[src/rtl/graph_pkg.sv]
// graph_pkg: shared constants for the 26-node cartesian arena graph.
//   NUM_NODES  - number of graph nodes (node indices 0..NUM_NODES-1)
//   NODE_W     - width of a node index
//   COORD_W    - width of one grid coordinate
//   NODE_NONE  - index reported when no node sits at a coordinate
//   NODE_COORD - per-node {x, y} coordinate table, index 0 listed first
//   c2n_state_t - state encoding for the coordinate-to-node search FSM
// The forward node-to-coordinate map and the reverse lookup both read
// NODE_COORD from here, so the two directions cannot drift apart.
package graph_pkg;

    localparam int NUM_NODES = 26;
    localparam int NODE_W    = 5;
    localparam int COORD_W   = 3;

    localparam logic [NODE_W-1:0] NODE_NONE = 5'd31;
    localparam logic [NODE_W-1:0] LAST_IDX  = NODE_W'(NUM_NODES - 1);

    // Each entry is {x[5:3], y[2:0]}; octal literals read directly as "xy".
    // Ascending range so the first listed entry is node 0.
    localparam logic [0:NUM_NODES-1][2*COORD_W-1:0] NODE_COORD = {
        6'o00, 6'o20, 6'o30, 6'o31, 6'o70, 6'o40, 6'o60, 6'o11, 6'o32,
        6'o42, 6'o53, 6'o02, 6'o12, 6'o22, 6'o33, 6'o43, 6'o63, 6'o13,
        6'o24, 6'o25, 6'o34, 6'o35, 6'o44, 6'o64, 6'o65, 6'o45
    };

    typedef enum logic [1:0] {
        C2N_IDLE   = 2'd0,
        C2N_SEARCH = 2'd1,
        C2N_RESP   = 2'd2
    } c2n_state_t;

endpackage

[src/rtl/node_coord_rom.sv]
// node_coord_rom: combinational lookup of a node's grid coordinate.
//   idx   in  NODE_W     node index (callers keep it below NUM_NODES)
//   coord out 2*COORD_W  packed {x, y} of that node
module node_coord_rom
    import graph_pkg::*;
(
    input  logic [NODE_W-1:0]    idx,
    output logic [2*COORD_W-1:0] coord
);

    assign coord = NODE_COORD[idx];

endmodule

[src/rtl/coord_to_node.sv]
// coord_to_node: reverse lookup from an (x, y) grid coordinate to the graph
// node at that position, scanning the node table one entry per cycle.
//   clk, rst_n   clock; synchronous active-low reset
//   req_valid    in   request present
//   req_ready    out  block can accept a request (only while idle)
//   req_x, req_y in   query coordinate, sampled only at the accepting edge
//   resp_valid   out  response present, held until resp_ready
//   resp_ready   in   consumer accepts response
//   resp_node    out  matched node index, NODE_NONE on a miss
//   resp_found   out  1 = match, 0 = miss
//   dbg_state    out  current FSM state (c2n_state_t encoding)
//
// Handshakes: a transfer happens on a rising edge where valid and ready are
// both 1. The producer holds valid (and payload) until that edge; ready never
// depends combinationally on valid. Here req_ready and resp_valid are plain
// registers, and only one request is outstanding at a time.
module coord_to_node
    import graph_pkg::*;
(
    input  logic               clk,
    input  logic               rst_n,
    input  logic               req_valid,
    output logic               req_ready,
    input  logic [COORD_W-1:0] req_x,
    input  logic [COORD_W-1:0] req_y,
    output logic               resp_valid,
    input  logic               resp_ready,
    output logic [NODE_W-1:0]  resp_node,
    output logic               resp_found,
    output logic [1:0]         dbg_state
);

    c2n_state_t            state;
    logic [NODE_W-1:0]     idx;
    logic [2*COORD_W-1:0]  query;
    logic [2*COORD_W-1:0]  rom_coord;

    node_coord_rom u_rom (
        .idx   (idx),
        .coord (rom_coord)
    );

    assign dbg_state = state;

    always_ff @(posedge clk) begin
        if (!rst_n) begin
            state      <= C2N_IDLE;
            idx        <= '0;
            query      <= '0;
            req_ready  <= 1'b1;
            resp_valid <= 1'b0;
            resp_node  <= '0;
            resp_found <= 1'b0;
        end else begin
            case (state)
                C2N_IDLE: begin
                    if (req_valid) begin
                        query     <= {req_x, req_y};
                        idx       <= '0;
                        req_ready <= 1'b0;
                        state     <= C2N_SEARCH;
                    end
                end
                C2N_SEARCH: begin
                    // Entries are unique, so the first hit is the only hit.
                    // A miss always walks the whole table, even for
                    // coordinates that are obviously off the arena.
                    if (rom_coord == query) begin
                        resp_node  <= idx;
                        resp_found <= 1'b1;
                        resp_valid <= 1'b1;
                        state      <= C2N_RESP;
                    end else if (idx == LAST_IDX) begin
                        resp_node  <= NODE_NONE;
                        resp_found <= 1'b0;
                        resp_valid <= 1'b1;
                        state      <= C2N_RESP;
                    end else begin
                        idx <= idx + 1'b1;
                    end
                end
                C2N_RESP: begin
                    // req_ready rises only after the response edge, so no
                    // request is taken in the handshake cycle itself.
                    if (resp_ready) begin
                        resp_valid <= 1'b0;
                        req_ready  <= 1'b1;
                        state      <= C2N_IDLE;
                    end
                end
                default: begin
                    state <= C2N_IDLE;
                end
            endcase
        end
    end

endmodule

[config.mk]
export PLATFORM = sky130hd
export DESIGN_NAME = coord_to_node
export DESIGN_NICKNAME = d
export VERILOG_FILES = /design/src/rtl/graph_pkg.sv /design/src/rtl/node_coord_rom.sv /design/src/rtl/coord_to_node.sv
export SDC_FILE = /design/constraint.sdc
export NUM_CORES = 1
export LEC_CHECK = 0
export ABC_AREA = 1
export CAP_MARGIN = 20
export CORE_MARGIN = 4
export CORE_UTILIZATION = 30
export DETAILED_ROUTE_END_ITERATION = 8
export HOLD_SLACK_MARGIN = 0.08
export SYNTH_ARGS = -nofsm -noshare
export SYNTH_HDL_FRONTEND = slang
export SYNTH_SLANG_ARGS = --single-unit
[constraint.sdc]
create_clock -name clk -period 4.4 [get_ports clk]
set_clock_uncertainty 0.2 [all_clocks]
set_input_delay 0.44 -clock clk [delete_from_list [all_inputs] [get_ports clk]]
set_output_delay 0.44 -clock clk [all_outputs]
set_load 0.01 [all_outputs]
# Word level (Yosys, flattened, before mapping)
# Memories as Yosys holds them, arrays and structs flattened.
# Cells that the tools add are included.
# Widths: inputs -> output; s select.
dict set report word_totals {
  n_memories 1
  word_cells 53
  output_inout_bits 10
  ff_bits 21
  in_bits 10
  romBits 192
}
dict set report op_classes {
  add_sub_neg 1
  magnitude_cmp 1
  bitwise_logic 1
  n_reduce_logical 11
  eq_ne 9
  muxes 22
}
# memory depth word_bits rd rd_ports_with_merged_regs wr line_no
set mem_list {}
lappend mem_list {{(no name shown)} 32 6 1 0 0 node_coord_rom.sv:11} ;# assign coord = NODE_COORD[idx];
# cell n
set op_table {}
lappend op_table {{$mux 5} 5}
lappend op_table {{$mux 6} 2}
lappend op_table {{$pmux 5 s2} 1}
lappend op_table {{$reduce_and 3->1} 3}
lappend op_table {{$mux 2} 4}
lappend op_table {{$ne 2x2->1 const B} 4}
lappend op_table {{$reduce_bool 2->1} 4}
lappend op_table {{$mux 1} 7}
lappend op_table {{$eq 6x6->1} 1}
lappend op_table {{$ge 6x6->1 const B} 1}
lappend op_table {{$not 5->6} 1}
lappend op_table {{$pmux 2 s3} 1}
lappend op_table {{$add 5x1->5 const B} 1}
lappend op_table {{$eq 5x5->1 const B} 1}
lappend op_table {{$pmux 1 s2} 2}
lappend op_table {{$reduce_and 2->1} 2}
lappend op_table {{$reduce_and 4->1} 1}
lappend op_table {{$ne 3x3->1 const B} 1}
lappend op_table {{$eq 2x1->1 const B} 1}
lappend op_table {{$eq 2x2->1 const B} 1}
lappend op_table {{$logic_not 2->1} 1}

# Longest topological paths before layout
dict set report depth {
  depth_word 7
  ltp_mapped 16
  ltp_nobuf 16
}

# By module
# Synthesis repeated with hierarchy kept, for this count alone.
dict set report unflattened {
  cells_unflattened 210
  hier_area_um2 1450.1
}
# mod area_each_um2 n_inst cells_per_inst seq_area_each_um2
set modules_own_cells {}
lappend modules_own_cells {coord_to_node 1082.3 1 147 420.4}
lappend modules_own_cells {node_coord_rom 367.9 1 63 0.0}

# Least setup slack after synthesis
# OpenSTA, ideal clock, no wires.
dict set report synth_path {
  kind {reg-to-reg}
  start {register idx[0]}
  end {register resp_node[1]}
  setup_ns 0.113
  arrival_ns 1.758
  stages_incl_launch_ff 14
  setup_slack_ns 2.329
  synth_period_minus_slack_ns 2.071
  n_path_buf 1
  required_ns 4.087
  cell_sequence {dfxtp_1 > inv_1 > ha_1 > inv_1 > nand2_1 > nand3_1 > nand2_1 > nand3b_1 > nand2_1 > nor2_2 > nand3_2 > buf_6 > o21ai_1 > nor2_1}
}
dict set report synth_between {
  elab_chain_cells 7
  word_cells_on_any_way 9
  cone_classes {eq/ne: 2; mux: 3; bitwise: 1; reduce/logical: 2; memory: 1}
}
# element line_no
set synth_lines {}
lappend synth_lines {{start: declaration} coord_to_node.sv:34} ;# logic [NODE_W-1:0] idx;
lappend synth_lines {{start signal: assignment} coord_to_node.sv:79} ;# idx <= idx + 1'b1;
lappend synth_lines {{$not 5->6 (not written as such)} node_coord_rom.sv:11}
lappend synth_lines {{$mem_v2 32x6} n/a}
lappend synth_lines {{$mux 6 (not written as such) (2 in a row)} node_coord_rom.sv:11}
lappend synth_lines {{$eq 6x6->1} coord_to_node.sv:68} ;# if (rom_coord == query) begin
lappend synth_lines {{$reduce_bool 2->1 (no source line)} n/a}
lappend synth_lines {{$reduce_and 2->1 (no source line)} n/a}
lappend synth_lines {{end signal: assignment} coord_to_node.sv:69} ;# resp_node <= idx;
lappend synth_lines {{end: declaration} coord_to_node.sv:28} ;# output logic [NODE_W-1:0] resp_node,
# Several ways; a longest one is shown, not always the timed one. The select of a mux whose other input is x is not followed.
# A chain may end at the register's enable or synchronous reset.

# Final worst setup path
dict set report layout_path {
  start {register idx[0]}
  end {register resp_node[0]}
}
# The elaborated chain is that of the path after synthesis.

==> run_results.csv <==
group,metric,value,unit
finish,antennaDiodeCount,0,
global_routing,grt_usage,11.8,%
clock_tree,ctsResizeCount,0,
synthesis,synth_top_family_by_area,"simple AND/OR/NAND/NOR gates",
synthesis,synth_edf_count,0,
finish,layout-drive-gt1-share,7.52,%
synthesis,synth.most_common_cell,"nand2_1",
detailed_routing,firstDrtPassIters,4,
timing,hold_violations,0,
synthesis,synth.largest_area_cell,"dfxtp_1",
detailed_routing,first_iter_violations,53,
min_path,worstHoldPathType,"register to register",
global_routing,grt_start_max_net_pins,18,
timing,maxSlewHeadroom,62.7,%
timing,whs,253,ps
synthesis,synthArstFlopShare,0,%
flow_run,drv_cap,0,
setup_path,crit_path_max_incr_delay,490,ps
clock_tree,cts_tree,"built",
place,gp_congestion,0.890,
pwr,max-vdd-ir-drop,0.180,mV
detailed_routing,drc,0,
synthesis,synthSimpleGateAreaFrac,37.9,%
finish,area_growth,19.1,%
floorplanning,die_h,75.1,µm
synthesis,synthAdderAreaFrac,8.34,%
timing,tns,0,ps
synthesis,yosys-mux-area-fraction,0,%
timing,post-route-period-util,57.0,%
synthesis,ys_ff_latch,21,
pwr,power_leakage,0.000732,µW
clock_tree,clock_latency,260,ps
pwr,power_density,338,nW/µm²
synthesis,synth_fp_nets,228,
synthesis,synthTopCellsByArea,"dfxtp_1, nand2_1, nor2_1",
global_routing,overflow,0,
floorplanning,ios,20,
clock_tree,root_buffer,"clkbuf_8",
setup_path,worstSetupStartpointType,"register",
setup_path,path_max_fanout,11,
synthesis,synth_cell_types,26,
synthesis,synth_flop_cell,"dfxtp_1",
clock_tree,clkTransAtPathRegs,80,ps
timing,rsz0062_at_grt,"no",
clock_tree,cts_buffer_depth,2,
clock_tree,cts.sinks,21,
timing,worstMarginPinSlew,558,ps
min_path,holdPathStages,2,
clock_tree,post-cts-setup-buffers,0,
global_routing,antenna_found_initial,0,
synthesis,synth_warnings,0,
synthesis,avgSynthCellArea,6.46,µm²
timing,setup_violations,0,
setup_path,path_cells,"inv_1 -> ha_1 -> inv_1 -> nor2_1 -> nor2_1 -> nand2_1 -> nand2_1 -> nand2_1 -> nand2_1 -> nor2_2 -> nand3_2 -> nand2_2 -> inv_2 -> nand2_1 -> nand2_1 -> inv_1",
timing,maxSlewViolCount,0,
synthesis,synth_compound_area_share,10.1,%
setup_path,worstSetupEndpointType,"register",
synthesis,synthesis.area,1350,µm²
detailed_routing,vias,1276,
synthesis,synthTopCellsByCount,"nand2_1, nor2_1, nand3_1",
finish,nets,246,
finish,fillers,463,
synthesis,ys_seq_area_share,31.1,%
setup_path,cpMostUsedCell,"nand2_1",
synthesis,synthXorXnorAreaFrac,1.95,%
floorplanning,start_util,31.0,%
timing,min_period,2510,ps
setup_path,critical-path-slowest-cell,"dfxtp_1",
detailed_routing,wire_per_inst,10.8,µm
global_routing,grt_pass1_wl,5.20,mm
detailed_routing,ant_nets,0,
place,place.port_buffers,19,
floorplanning,core-area,4350,µm²
clock_tree,postCtsHoldBufs,0,
detailed_routing,viasPerCell,4.59,
global_routing,first_global_vias,1214,
synthesis,synth.top_cell.area_share,31.1,%
status,outcome,"finished, final reports clean",
place,dp_hpwl,2.30,mm
synthesis,syn_inst,209,
clock_tree,numCtsBuffers,3,
clock_tree,cts_max_level,1,
timing,max_freq,398,MHz
detailed_routing,finalWirelength,3.01,mm
floorplanning,die_w,75.1,µm
setup_path,crit_type,"register to register",
setup_path,worstPathArrival,2520,ps
floorplanning,die_area,5640,µm²
setup_path,cp.required,4410,ps
floorplanning,row_count,24,
setup_path,rr_worst_depth,16,
==> sequential cells by signal (all words and copies together), names as in the netlist <==
| signal | cells |
|---|---|
| req_ready | 1 |
| resp_valid | 1 |
| query | 6 |
| idx | 5 |
| resp_found | 1 |
| resp_node | 5 |
| dbg_state | 2 |
==> final cells by class <==
class | count | area [µm²] | share of cell area (%)
Clock buffer | 3 | 41.3 | 2.57
Inverter | 25 | 96.3 | 5.99
Clock inverter | 1 | 7.51 | 0.467
Tap cell | 52 | 65.1 | 4.05
Multi-Input combinational cell | 157 | 787 | 48.9
Sequential cell | 21 | 420 | 26.1
Timing Repair Buffer | 19 | 190 | 11.8
==> stage by stage <==
| step | utilization (%) | instance area, µm² | cells | setup slack (ps) | total power [µW] |
|---|---|---|---|---|---|
| 2_1_floorplan | - | 1350 | 209 | 2330 | 366 |
| 3_3_place_gp | 35.8 | 1560 | 274 | 1870 | 424 |
| 3_5_place_dp | 35.8 | 1560 | 274 | 1920 | 420 |
| 4_1_cts | 36.9 | 1610 | 278 | 1890 | 550 |
| 5_1_grt | 36.9 | 1610 | 278 | 1570 | 589 |
| 6_report | 36.9 | 1610 | 278 | 1890 | 543 |
==> report_power, final <==
part | internal (µW) | leakage, µW | switching [µW]
Sequential | 211 | 0.000172 | 23.0
Clock | 63.9 | 0.0000217 | 62.8
Combinational | 73.3 | 0.000538 | 109
Total | 348 | 0.000732 | 195
==> per-layer routing <==
metal | share of wire, % | vias up | global-route usage, %
met3 | 4.6 | 4 | 3.87
met1 | 48 | 560 | 14.6
met2 | 46 | 23 | 19.4
li1 | - | 689 | -
met5 | 0 | - | 0
met4 | 1.3 | 0 | 3.56
==> critical path: cells and delay by family (launching register included) <==
family	cells	cell delay [ps]
simple gates	11	1090
flops	1	490
fa+ha+maj	1	360
buf+inv	4	330
==> worst paths after layout <==
| check | start | to | slack, ps |
|---|---|---|---|
| hold / removal | req_ready | req_ready | 250 |
| setup reg to reg | idx[0] | resp_node[0] | 1890 |
| setup / recovery | idx[0] | resp_node[0] | 1890 |
| hold reg to reg | req_ready | req_ready | 250 |
==> logic make-up after synthesis <==
group | after synthesis
flops | 21
xor+xnor | 3
simple gates | 119
compound gates | 26
buf+inv | 31
fa+ha+maj | 9
==> placed cells by master, fill, tap and decap left out, drive strengths merged <==
cell and count:
clkbuf 3, clkdlybuf4s50 19, nand3 25, inv 25, clkinvlp 1, nor2 38
o21ai 15, ha 9, nand4 1, nand2 53, xnor2 1, or2 1
xor2 2, nand3b 1, a21oi 10, o211ai 1, dfxtp 21
No activity file was read; power rests on OpenSTA's default activity.
